**src/rtl/sd_spi_byte_engine.sv**
```systemverilog
// SPI mode-0 master byte engine for the SD-card link: SPI_CLK divider plus 8-bit
// full-duplex shifter that streams bytes back to back while SPI_Enable is held.
module sd_spi_byte_engine #(
    parameter int CLK_FREQ_HZ  = 50_000_000,
    parameter int INIT_FREQ_HZ = 400_000,
    parameter int WORK_FREQ_HZ = 25_000_000,
    parameter int DIV_WIDTH    = 8
) (
    input  logic       DataClock,
    input  logic       Reset,
    input  logic       SPI_Enable,
    input  logic       FastMode,
    input  logic [7:0] OutputData,
    output logic [7:0] InputData,
    output logic       ByteDone,
    output logic       SPI_CLK,
    output logic       SPI_MOSI,
    input  logic       SPI_MISO
);

    localparam int INIT_N_RAW = CLK_FREQ_HZ / (2 * INIT_FREQ_HZ);
    localparam int WORK_N_RAW = CLK_FREQ_HZ / (2 * WORK_FREQ_HZ);
    localparam int INIT_N     = (INIT_N_RAW < 1) ? 1 : INIT_N_RAW;
    localparam int WORK_N     = (WORK_N_RAW < 1) ? 1 : WORK_N_RAW;
    localparam logic [DIV_WIDTH-1:0] INIT_LAST = DIV_WIDTH'(INIT_N - 1);
    localparam logic [DIV_WIDTH-1:0] WORK_LAST = DIV_WIDTH'(WORK_N - 1);

    typedef enum logic {IDLE, RUN} state_t;

    state_t               state;
    logic [DIV_WIDTH-1:0] divCnt;
    logic [DIV_WIDTH-1:0] divLast;   // rate latched at byte start
    logic [3:0]           halfCnt;   // SPI_CLK edges within the byte
    logic [7:0]           txShift;
    logic [7:0]           rxShift;

    always_ff @(posedge DataClock) begin
        ByteDone <= 1'b0;
        if (Reset) begin
            state     <= IDLE;
            SPI_CLK   <= 1'b0;
            SPI_MOSI  <= 1'b1;
            InputData <= 8'hFF;
            divCnt    <= '0;
            divLast   <= WORK_LAST;
            halfCnt   <= '0;
            txShift   <= '0;
            rxShift   <= '0;
        end else if (!SPI_Enable) begin
            state    <= IDLE;
            SPI_CLK  <= 1'b0;
            SPI_MOSI <= 1'b1;
            divCnt   <= '0;
            halfCnt  <= '0;
        end else begin
            case (state)
                IDLE: begin
                    state    <= RUN;
                    divCnt   <= '0;
                    halfCnt  <= '0;
                    txShift  <= OutputData;
                    SPI_MOSI <= OutputData[7];
                    divLast  <= FastMode ? WORK_LAST : INIT_LAST;
                end
                RUN: begin
                    if (divCnt == divLast) begin
                        divCnt  <= '0;
                        halfCnt <= halfCnt + 4'd1;
                        if (!halfCnt[0]) begin
                            SPI_CLK <= 1'b1;
                            rxShift <= {rxShift[6:0], SPI_MISO};
                        end else begin
                            SPI_CLK <= 1'b0;
                            if (halfCnt == 4'd15) begin
                                // Byte complete: publish and reload in the same cycle
                                // so the next byte starts without an SPI_CLK gap.
                                InputData <= rxShift;
                                ByteDone  <= 1'b1;
                                halfCnt   <= '0;
                                txShift   <= OutputData;
                                SPI_MOSI  <= OutputData[7];
                                divLast   <= FastMode ? WORK_LAST : INIT_LAST;
                            end else begin
                                SPI_MOSI <= txShift[6];
                                txShift  <= {txShift[6:0], 1'b0};
                            end
                        end
                    end else begin
                        divCnt <= divCnt + 1'b1;
                    end
                end
                default: state <= IDLE;
            endcase
        end
    end

endmodule

```
**config.mk**
```make
export PLATFORM = sky130hd
export DESIGN_NAME = sd_spi_byte_engine
export DESIGN_NICKNAME = d
export VERILOG_FILES = /design/src/rtl/sd_spi_byte_engine.sv
export SDC_FILE = /design/constraint.sdc
export NUM_CORES = 1
export LEC_CHECK = 0
export ABC_AREA = 1
export ABC_CLOCK_PERIOD_IN_PS = 1350
export CORE_MARGIN = 1.5
export CORE_UTILIZATION = 35
export DETAILED_ROUTE_END_ITERATION = 10
export GPL_TIMING_DRIVEN = 0
export PLACE_DENSITY = 0.56
export SLEW_MARGIN = 15
export SYNTH_ARGS = -nofsm -noshare
export SYNTH_HDL_FRONTEND = slang
export SYNTH_SLANG_ARGS = --single-unit
export TNS_END_PERCENT = 5
```
**constraint.sdc**
```tcl
create_clock -name DataClock -period 1.35 [get_ports DataClock]
set_input_delay 0.135 -clock DataClock [delete_from_list [all_inputs] [get_ports DataClock]]
set_output_delay 0.135 -clock DataClock [all_outputs]
set_load 0.005 [all_outputs]
```
==> out/metrics.yaml, run 1 <==
synth_fa_ha_area_share_pct: 1.43
synth_xor_area_share_pct: 2.01
power_report.internal_total_w: 0.00179
gr-usage-met2_pct: 24.0
finalCritPeriodShare_pct: 105
synth_cell_type_count: 27
vdd_drop_max_mv: 0.577
synth.area.mux_share_pct: 0
clk_latency_ns: 0.29
netlist_instances: 237
nets: 287
cts_root_buf: "clkbuf_8"
worst_clock_skew_ns: 0.00284
grtUsageTotal_pct: 15.2
grt_pass1_wl_mm: 6.41
yosys.area.top_type_share_pct: 45.8
place_congestion: 0.772
clk_path_buf_depth: 2
use_met1_pct: 20.2
status: "finished, violations left"
coreArea_um2: 4750
drive_gt1_share_pct: 19.1
initial_core_util_pct: 36.7
tns_ns: -0.590
timing.fmax_ghz: 0.707
switchingPower_w: 0.000578
slew_headroom_pct: 70.8
met3_usage_pct: 2.88
seq_power_share_pct: 52.4
p_per_area_nw_per_um2: 1030
yosysWarningCount: 0
cts_buffers: 5
vias_per_cell: 4.47
area_growth_pct: 31.4
die_h_um: 73.6
synth_compound_area_share_pct: 8.17
synth.avg_cell_area_um2: 7.37
p_total_w: 0.00237
gr-total-overflow: 0
min_period_ns: 1.41
worst_pin_slew_ns: 0.438
placedCellCount: 327
slew_viol_final: 0
antenna_found_initial: 0
htree_num_levels: 2
setup_viol: 17
p_comb_share_pct: 11.8
crit_path_start: "divCnt[1]$_SDFF_PP0_"
num_vias: 1515
p_leak_nw: 1.00
setup_slack_ns: -0.0641
drv_cap: 0
die_w_um: 73.6
r2r-start: "divCnt[1]$_SDFF_PP0_"
critPathMaxFanout: 5
avgRoutedWirePerCell_um: 10.8
die_area_um2: 5420
port_buffers: 23
p_sw_share_pct: 24.4
hpwl_mm: 2.64
row_count: 25
netlist_area_um2: 1750
grt_max_degree: 12
yosysSeqAreaShare_pct: 45.8
syn_nets: 252
io_pins: 24
violations: "setup timing"
required_ns: 1.58
critical_path_class: "reg -> reg"
clockPowerShare_pct: 35.9
synth_top_family_by_area: "simple AND/OR/NAND/NOR gates"
synthTopCellsByArea: "dfxtp_1 46%, nand2_1 11%, nor2_1 9.7%"
antenna_left: 0
hp-start: "divCnt[0]$_SDFF_PP0_"
cts.sink_count: 40
drt-total-wl_mm: 3.66
worstHoldPathType: "reg -> reg"
finalHoldViolCount: 0
ys_ff_latch: 40
hold_ws_ns: 0.453
cts_tree: "yes"
rsz0062_at_grt: "true"
reg2reg_slack_ns: -0.06
cp-end-kind: "register"
dr.pass1.iters: 4
grt_pass1_vias: 1460
yosys.area_share.simple_pct: 35.8
grt-busiest-layer: "met2"
arrival_ns: 1.64
final_cells: 339
drt_iter0_drc: 88
crit_path_start_kind: "register"
clkTransAtPathRegs_ns: 0.07
remaining_drc_errors: 0
yosys.area.top_type: "dfxtp_1"
antenna_cells: 0
-- power groups by stage --
stage                     clock, W  combinational [W]  sequential, W
after floorplan                  0           0.000174        0.00126
after global placement           0           0.000252        0.00127
after detailed placement         0           0.000253        0.00127
after CTS                 0.000869           0.000269        0.00124
after global routing      0.000911           0.000318        0.00125
final                     0.000850           0.000279        0.00124
-- Yosys cell counts (all sizes together) --
cell type and number:
nand2 54, nor2 48, dfxtp 40, nand3 28
inv 24, o21ai 18, a21oi 7, nor3 3
xor2 3, buf 2, clkbuf 2, ha 2
clkinv 1, nand4 1, nor3b 1, o22ai 1
o31ai 1, xnor2 1
-- path summary, 6_finish.rpt --
| kind | to | cells after the start |
|---|---|---|
| worst min-delay path | divCnt[0]$_SDFF_PP0_ | 1 |
| worst max-delay path | InputData[2]$_SDFFE_PP1P_ | 8 |
| worst min register to register | divCnt[0]$_SDFF_PP0_ | 1 |
| worst max register to register | InputData[2]$_SDFFE_PP1P_ | 8 |
-- cell usage in the layout (no fill, tap or decap), drive strengths merged, types with 7 or more instances in the layout --
cell type | Yosys | layout
nand2 | 54 | 54
nor2 | 48 | 48
dfxtp | 40 | 40
nand3 | 28 | 28
inv | 24 | 24
clkdlybuf4s50 | 0 | 23
o21ai | 18 | 18
clkbuf | 2 | 9
a21oi | 7 | 7
buf | 2 | 7
-- timing repair --
action,in CTS,in global routing
cloned,0,0
endpoints found under the setup margin,34,37
pin swaps,9,6
resized for setup,23,22
buffers inserted,5,0
hold buffers,0,0
-- cell families after synthesis --
| family | count (synthesis) |
|---|---|
| AOI/OAI and AO/OA | 27 |
| xor gates and xnor gates | 4 |
| adders and majority gates | 2 |
| buffers and inverters | 29 |
| DFF | 40 |
| and+or+nand+nor | 135 |
-- per-stage QoR --
stage	setup WS (ns)	util, %	instance area, um2
6_report	-0.0641	48.3	2290
5_1_grt	-0.183	48.3	2290
4_1_cts	-0.113	47.6	2260
3_5_place_dp	-0.390	43.5	2070
3_3_place_gp	-0.372	43.5	2070
2_1_floorplan	0.00371	-	1760
-- worst max-delay path, stage by stage, from the launching register on --
cell,delay (ns)
dfxtp_2,0.32
nor2_1,0.09
nand2_1,0.09
nor2_4,0.11
nand3_4,0.14
nor3_4,0.26
buf_4,0.18
nand3_1,0.08
nand3_1,0.09
-- state kept, by name, indices dropped and copies added, names as in the netlist --
signal	count
SPI_MOSI	1
halfCnt	4
state	1
divCnt	8
SPI_CLK	1
txShift	7
rxShift	8
ByteDone	1
InputData	8
divLast	1
-- metal layers --
| metal | part of all wire (%) | vias to the layer above | wire length, um |
|---|---|---|---|
| li1 | - | 826 | - |
| met1 | 53 | 664 | 1930 |
| met2 | 43 | 19 | 1560 |
| met3 | 2.9 | 6 | 108 |
| met4 | 1.6 | 0 | 60 |
| met5 | 0 | - | 0 |
-- final cells by class --
cell class	count	area [um2]
Fill cell	506	2460
Multi-Input combinational cell	168	891
Sequential cell	40	816
Timing Repair Buffer	28	272
Inverter	25	103
Clock buffer	7	96.3
Tap cell	67	83.8
Buffer	4	33.8
No activity file was read; power rests on OpenSTA's default activity.
==> inputs of run 2 (changes only) <==
Settings changed: CORE_ASPECT_RATIO from default to 0.8, CTS_CLUSTER_DIAMETER from default to 200, MAX_ROUTING_LAYER from default to met4.
==> out/metrics.yaml, run 2 (synthesis results as in run 1) <==
slew_headroom_pct: 69.4  # was 70.8%
p_per_area_nw_per_um2: 1010  # was 1030 nW/um2
finalHoldViolCount: 0  # unchanged
r2r_cells: 7  # was 8
rsz0062_at_grt: "true"  # unchanged
cts_buffers: 5  # unchanged
timing.fmax_ghz: 0.720  # was 0.707 GHz
setup_viol: 19  # was 17
critPathMaxFanout: 9  # was 5
antenna_cells: 0  # unchanged
io_pins: 24  # unchanged
worst-path-stages: 7  # was 8
setup_slack_ns: -0.0391  # was -0.0641 ns
vdd_drop_max_mv: 0.674  # was 0.577 mV
crit_path_start: "halfCnt[0]$_SDFFE_PP0P_"  # was divCnt[1]$_SDFF_PP0_
p_leak_nw: 1.03  # was 1.00 nW
layout_commonest_cell: "nand2_1"  # unchanged
crit_path_max_incr_delay_ns: 0.36  # was 0.32 ns
path_buf_inv: 2  # was 1
port_buffers: 23  # unchanged
arrival_ns: 1.56  # was 1.64 ns
crit_path_frequent_cell: "nor2_2"  # was nand3_1
initial_core_util_pct: 37.3  # was 36.7%
place_congestion: 0.791  # was 0.772
reg2reg_slack_ns: -0.04  # was -0.06 ns
gr-total-overflow: 0  # unchanged
die_area_um2: 5430  # was 5420 um2
grt_pass1_vias: 1449  # was 1460
cts_tree: "yes"  # unchanged
slew_viol_final: 0  # unchanged
slowest_stage: "dfxtp_4"  # was dfxtp_2
dr.pass1.iters: 4  # unchanged
area_growth_pct: 33.2  # was 31.4%
min_period_ns: 1.39  # was 1.41 ns
clkTransAtPathRegs_ns: 0.08  # was 0.07 ns
grtUsageTotal_pct: 16.5  # was 15.2%
status: "finished, violations left"  # unchanged
row_count: 22  # was 25
coreArea_um2: 4680  # was 4750 um2
cts.sink_count: 40  # unchanged
antenna_left: 0  # unchanged
num_vias: 1569  # was 1515
vias_per_cell: 4.66  # was 4.47
worst_clock_skew_ns: 0.00645  # was 0.00284 ns
die_h_um: 66.2  # was 73.6 um
drv_cap: 0  # unchanged
crit_path_start_kind: "register"  # unchanged
required_ns: 1.52  # was 1.58 ns
largestRegisters: "InputData: 8 flops, divCnt: 8 flops, rxShift: 8 flops"  # unchanged
cts_root_buf: "clkbuf_8"  # unchanged
nets: 291  # was 287
clk_latency_ns: 0.28  # was 0.29 ns
drive_gt1_share_pct: 20.2  # was 19.1%
worst_pin_slew_ns: 0.460  # was 0.438 ns
antenna_found_initial: 0  # unchanged
grt_max_degree: 12  # unchanged
grt_pass1_wl_mm: 6.57  # was 6.41 mm
fin_area_um2: 2330  # was 2290 um2
placedCellCount: 320  # was 327
avgRoutedWirePerCell_um: 11.5  # was 10.8 um
worstHoldPathType: "in -> reg"  # was reg -> reg
violations: "setup timing"  # unchanged
critPathTopFamily: "simple AND/OR/NAND/NOR gates"  # unchanged
cp-endpoint: "rxShift[1]$_SDFFE_PP0P_"  # was InputData[2]$_SDFFE_PP1P_
layout_common_cells: "46 x nand2_1, 42 x nor2_1, 32 x dfxtp_1"  # was 45 x nand2_1, 42 x nor2_1, 32 x dfxtp_1
hpwl_mm: 2.60  # was 2.64 mm
r2r-end: "rxShift[1]$_SDFFE_PP0P_"  # was InputData[2]$_SDFFE_PP1P_
drt_iter0_drc: 70  # was 88
die_w_um: 82.0  # was 73.6 um
final_cells: 337  # was 339
remaining_drc_errors: 0  # unchanged
finalCritPeriodShare_pct: 103  # was 105%
critical_path_class: "reg -> reg"  # unchanged
placed_area_um2: 2060  # was 2070 um2
clk_path_buf_depth: 2  # unchanged
r2r-start: "halfCnt[0]$_SDFFE_PP0P_"  # was divCnt[1]$_SDFF_PP0_
worstPathCellList: "buf_4 -> nor2_2 -> inv_2 -> nor2_2 -> nand2_4 -> o21ai_0 -> nor2_1"  # was nor2_1 -> nand2_1 -> nor2_4 -> nand3_4 -> nor3_4 -> buf_4 -> nand3_1 -> nand3_1
htree_num_levels: 2  # unchanged
cp-end-kind: "register"  # unchanged
drt-total-wl_mm: 3.89  # was 3.66 mm
==> run 2: where the power goes <==
| group | internal (W) | switching, W | leakage (nW) |
|---|---|---|---|
| clock network | 0.000417 | 0.000394 | 0.0455 |
| logic | 0.000124 | 0.000165 | 0.658 |
| registers | 0.00121 | 0.0000248 | 0.330 |
| total | 0.00176 | 0.000583 | 1.03 |
==> run 2: per-layer routing <==
| metal | share of wire (%) | vias up | GRT usage, % | routed length [um] |
|---|---|---|---|---|
| li1 | - | 832 | - | - |
| met1 | 53 | 699 | 22.8 | 2080 |
| met2 | 40 | 32 | 23.4 | 1560 |
| met3 | 5.1 | 6 | 3.86 | 198 |
| met4 | 1.3 | 0 | 6.14 | 51 |
| met5 | 0 | - | - | 0 |
==> run 2: final cells by class <==
class | count | area [um2]
fill | 477 | 2350
sequential | 40 | 818
multi-input combinational | 168 | 903
inverter | 25 | 101
tap | 60 | 75.1
buffer | 4 | 33.8
clock buffer | 8 | 90.1
timing repair buffer | 32 | 304
==> run 2: through the flow <==
| step | TNS, ns | hold WS, ns | utilization [%] | worst slack [ns] | total power [W] |
|---|---|---|---|---|---|
| floorplan | 0 | 0.204 | - | 0.00371 | 0.00144 |
| global placement | -8.22 | 0.443 | 44.0 | -0.390 | 0.00152 |
| detailed placement | -8.09 | 0.446 | 44.0 | -0.400 | 0.00152 |
| CTS | -0.906 | 0.451 | 48.7 | -0.0958 | 0.00236 |
| global route | -3.02 | 0.473 | 49.7 | -0.165 | 0.00245 |
| finish | -0.409 | 0.453 | 49.7 | -0.0391 | 0.00234 |
==> run 2: timing repair <==
action | in CTS | in global routing
hold buffers | 0 | 0
setup endpoints to repair | 31 | 39
buffers inserted | 9 | 0
pin swaps | 6 | 4
resized for setup | 29 | 18
==> run 2: worst min path at each step <==
stage / from / endpoint / slack [ns] / depth (start not counted)
final: OutputData[0] / txShift[0]$_SDFFE_PP0P_ / 0.45 / 3
after CTS: OutputData[0] / txShift[0]$_SDFFE_PP0P_ / 0.45 / 3
after floorplan: Reset / txShift[0]$_SDFFE_PP0P_ / 0.20 / 1
after detailed placement: InputData[7]$_SDFFE_PP1P_ / InputData[7]$_SDFFE_PP1P_ / 0.45 / 2
after global routing: divCnt[0]$_SDFF_PP0_ / divCnt[0]$_SDFF_PP0_ / 0.47 / 1
after global placement: InputData[7]$_SDFFE_PP1P_ / InputData[7]$_SDFFE_PP1P_ / 0.44 / 2
==> run 2: worst register-to-register path: stages (launching register included) <==
cell and delay, ns:
dfxtp_4 0.36, buf_4 0.16, nor2_2 0.17, inv_2 0.09, nor2_2 0.17, nand2_4 0.12, o21ai_0 0.17, nor2_1 0.05
==> inputs of run 3 (changes only) <==
Settings changed: ABC_CLOCK_PERIOD_IN_PS 1350 to 1300, PLACE_DENSITY 0.56 to 0.54.
Clock period 1.35 ns to 1.3 ns, I/O delays scaled along.
==> out/metrics.yaml, run 3 (synthesis results as in run 1) <==
placedCellCount: 320  # unchanged
cp-end-kind: "register"  # unchanged
min_period_ns: 1.42  # was 1.39 ns
antenna_found_initial: 0  # unchanged
layout_common_cells: "44 x nand2_1, 39 x nor2_1, 28 x dfxtp_1"  # was 46 x nand2_1, 42 x nor2_1, 32 x dfxtp_1
dr.pass1.iters: 4  # unchanged
initial_core_util_pct: 37.3  # unchanged
drt_iter0_drc: 65  # was 70
critPathMaxFanout: 5  # was 9
die_h_um: 66.2  # unchanged
reg2reg_slack_ns: -0.12  # was -0.04 ns
p_per_area_nw_per_um2: 1090  # was 1010 nW/um2
clk_latency_ns: 0.29  # was 0.28 ns
min_to: "InputData[1]$_SDFFE_PP1P_"  # was txShift[0]$_SDFFE_PP0P_
required_ns: 1.49  # was 1.52 ns
status: "finished, violations left"  # unchanged
remaining_drc_errors: 0  # unchanged
worstPathCellList: "nor2_1 -> nand2_1 -> nor2_4 -> nand3_4 -> nand2_4 -> nand3_4 -> clkbuf_16 -> nor2_1 -> nor2_1"  # was buf_4 -> nor2_2 -> inv_2 -> nor2_2 -> nand2_4 -> o21ai_0 -> nor2_1
grt_pass1_vias: 1400  # was 1449
antenna_left: 0  # unchanged
arrival_ns: 1.60  # was 1.56 ns
drt-total-wl_mm: 3.92  # was 3.89 mm
p_leak_nw: 1.05  # was 1.03 nW
p_total_w: 0.00260  # was 0.00234 W
path_buf_inv: 1  # was 2
drv_cap: 0  # unchanged
critPathTopFamily: "simple AND/OR/NAND/NOR gates"  # unchanged
tns_ns: -1.33  # was -0.409 ns
antenna_cells: 0  # unchanged
crit_path_start_kind: "register"  # unchanged
placed_area_um2: 2060  # unchanged
vdd_drop_max_mv: 1.00  # was 0.674 mV
area_growth_pct: 37.0  # was 33.2%
critical_path_class: "reg -> reg"  # unchanged
nets: 290  # was 291
largestRegisters: "InputData: 8 flops, divCnt: 8 flops, rxShift: 8 flops"  # unchanged
crit_path_frequent_cell: "nor2_1"  # was nor2_2
coreArea_um2: 4680  # unchanged
worst_clock_skew_ns: 0.00958  # was 0.00645 ns
hp-start: "InputData[1]$_SDFFE_PP1P_"  # was OutputData[0]
gr-total-overflow: 0  # unchanged
cts.sink_count: 40  # unchanged
grt_pass1_wl_mm: 6.37  # was 6.57 mm
setup_slack_ns: -0.117  # was -0.0391 ns
cts_buffers: 5  # unchanged
r2r-start: "divCnt[1]$_SDFF_PP0_"  # was halfCnt[0]$_SDFFE_PP0P_
grt_max_degree: 13  # was 12
crit_path_max_incr_delay_ns: 0.32  # was 0.36 ns
worstHoldPathType: "reg -> reg"  # was in -> reg
clkTransAtPathRegs_ns: 0.08  # about the same
final_cells: 336  # was 337
slew_viol_final: 0  # unchanged
r2r_cells: 9  # was 7
fin_area_um2: 2390  # was 2330 um2
io_pins: 24  # unchanged
vias_per_cell: 4.51  # was 4.66
finalHoldViolCount: 0  # unchanged
timing.fmax_ghz: 0.706  # was 0.720 GHz
r2r-end: "txShift[5]$_SDFFE_PP0P_"  # was rxShift[1]$_SDFFE_PP0P_
hold_depth: 2  # was 3
violations: "setup timing"  # unchanged
drive_gt1_share_pct: 25.0  # was 20.2%
clk_path_buf_depth: 2  # unchanged
row_count: 22  # unchanged
place_congestion: 0.799  # was 0.791
die_area_um2: 5430  # unchanged
htree_num_levels: 2  # unchanged
layout_commonest_cell: "nand2_1"  # unchanged
grtUsageTotal_pct: 16.1  # was 16.5%
hpwl_mm: 2.69  # was 2.60 mm
port_buffers: 23  # unchanged
setup_viol: 26  # was 19
slowest_stage: "dfxtp_2"  # was dfxtp_4
die_w_um: 82.0  # unchanged
avgRoutedWirePerCell_um: 11.7  # was 11.5 um
worst_pin_slew_ns: 0.452  # was 0.460 ns
num_vias: 1515  # was 1569
slew_headroom_pct: 69.9  # was 69.4%
finalCritPeriodShare_pct: 109  # was 103%
cts_root_buf: "clkbuf_8"  # unchanged
cts_tree: "yes"  # unchanged
rsz0062_at_grt: "true"  # unchanged
## run 3: changes by cell type in the layout (fill, tap and decap cells not counted), sizes merged
cell | previous run | this run
buf | 11 | 9
clkinv | 1 | 2
clkbuf | 10 | 9
bufinv | 0 | 1
clkdlybuf4s50 | 22 | 21
dlygate4sd2 | 0 | 1
## run 3: worst min-delay path: stages, from the launching register on
cell and delay [ns]:
dfxtp_2 0.33, nand2_1 0.05, nand3_1 0.05
## run 3: through the flow
| stage | hold slack [ns] | worst slack, ns | util, % |
|---|---|---|---|
| after floorplan | 0.199 | -0.0463 | - |
| after global placement | 0.444 | -0.470 | 44.0 |
| after detailed placement | 0.448 | -0.470 | 44.0 |
| after CTS | 0.445 | -0.124 | 49.2 |
| after global routing | 0.471 | -0.218 | 51.1 |
| final | 0.453 | -0.117 | 51.1 |
## run 3: cell type report
type	count	area (um2)
sequential	40	821
buffer	4	33.8
timing repair buffer	31	317
fill	469	2290
clock inverter	2	35.0
multi-input combinational	168	938
tap	60	75.1
clock buffer	6	72.6
inverter	25	101
## run 3: repair_timing
action                                  CTS  global route
gates resized for setup                  41            20
hold buffers                              0             0
pin swaps                                 7             2
endpoints found under the setup margin   36            42
setup buffers                             5             1
gates cloned                              1             1
## run 3: worst max path at each step
stage	start	to	slack, ns	cells past startpoint
global placement	SPI_Enable	InputData[0]$_SDFFE_PP1P_	-0.47	6
finish	divCnt[1]$_SDFF_PP0_	txShift[5]$_SDFFE_PP0P_	-0.12	9
CTS	divCnt[1]$_SDFF_PP0_	InputData[3]$_SDFFE_PP1P_	-0.12	8
global route	divCnt[1]$_SDFF_PP0_	txShift[5]$_SDFFE_PP0P_	-0.22	10
detailed placement	SPI_Enable	InputData[3]$_SDFFE_PP1P_	-0.47	6
floorplan	divCnt[1]$_SDFF_PP0_	InputData[0]$_SDFFE_PP1P_	-0.05	8
## run 3: per-layer routing
layer / vias up / wire (um) / global-route usage [%]
li1: 831 / - / -
met1: 657 / 2170 / 23.0
met2: 20 / 1560 / 22.1
met3: 7 / 139 / 3.72
met4: 0 / 60 / 5.72
met5: - / 0 / -
## run 3: power breakdown
group / leakage (nW) / switching [W] / internal, W / total, W
registers: 0.329 / 0.0000279 / 0.00126 / 0.00129
clock network: 0.0552 / 0.000421 / 0.000570 / 0.000991
logic: 0.670 / 0.000178 / 0.000142 / 0.000321
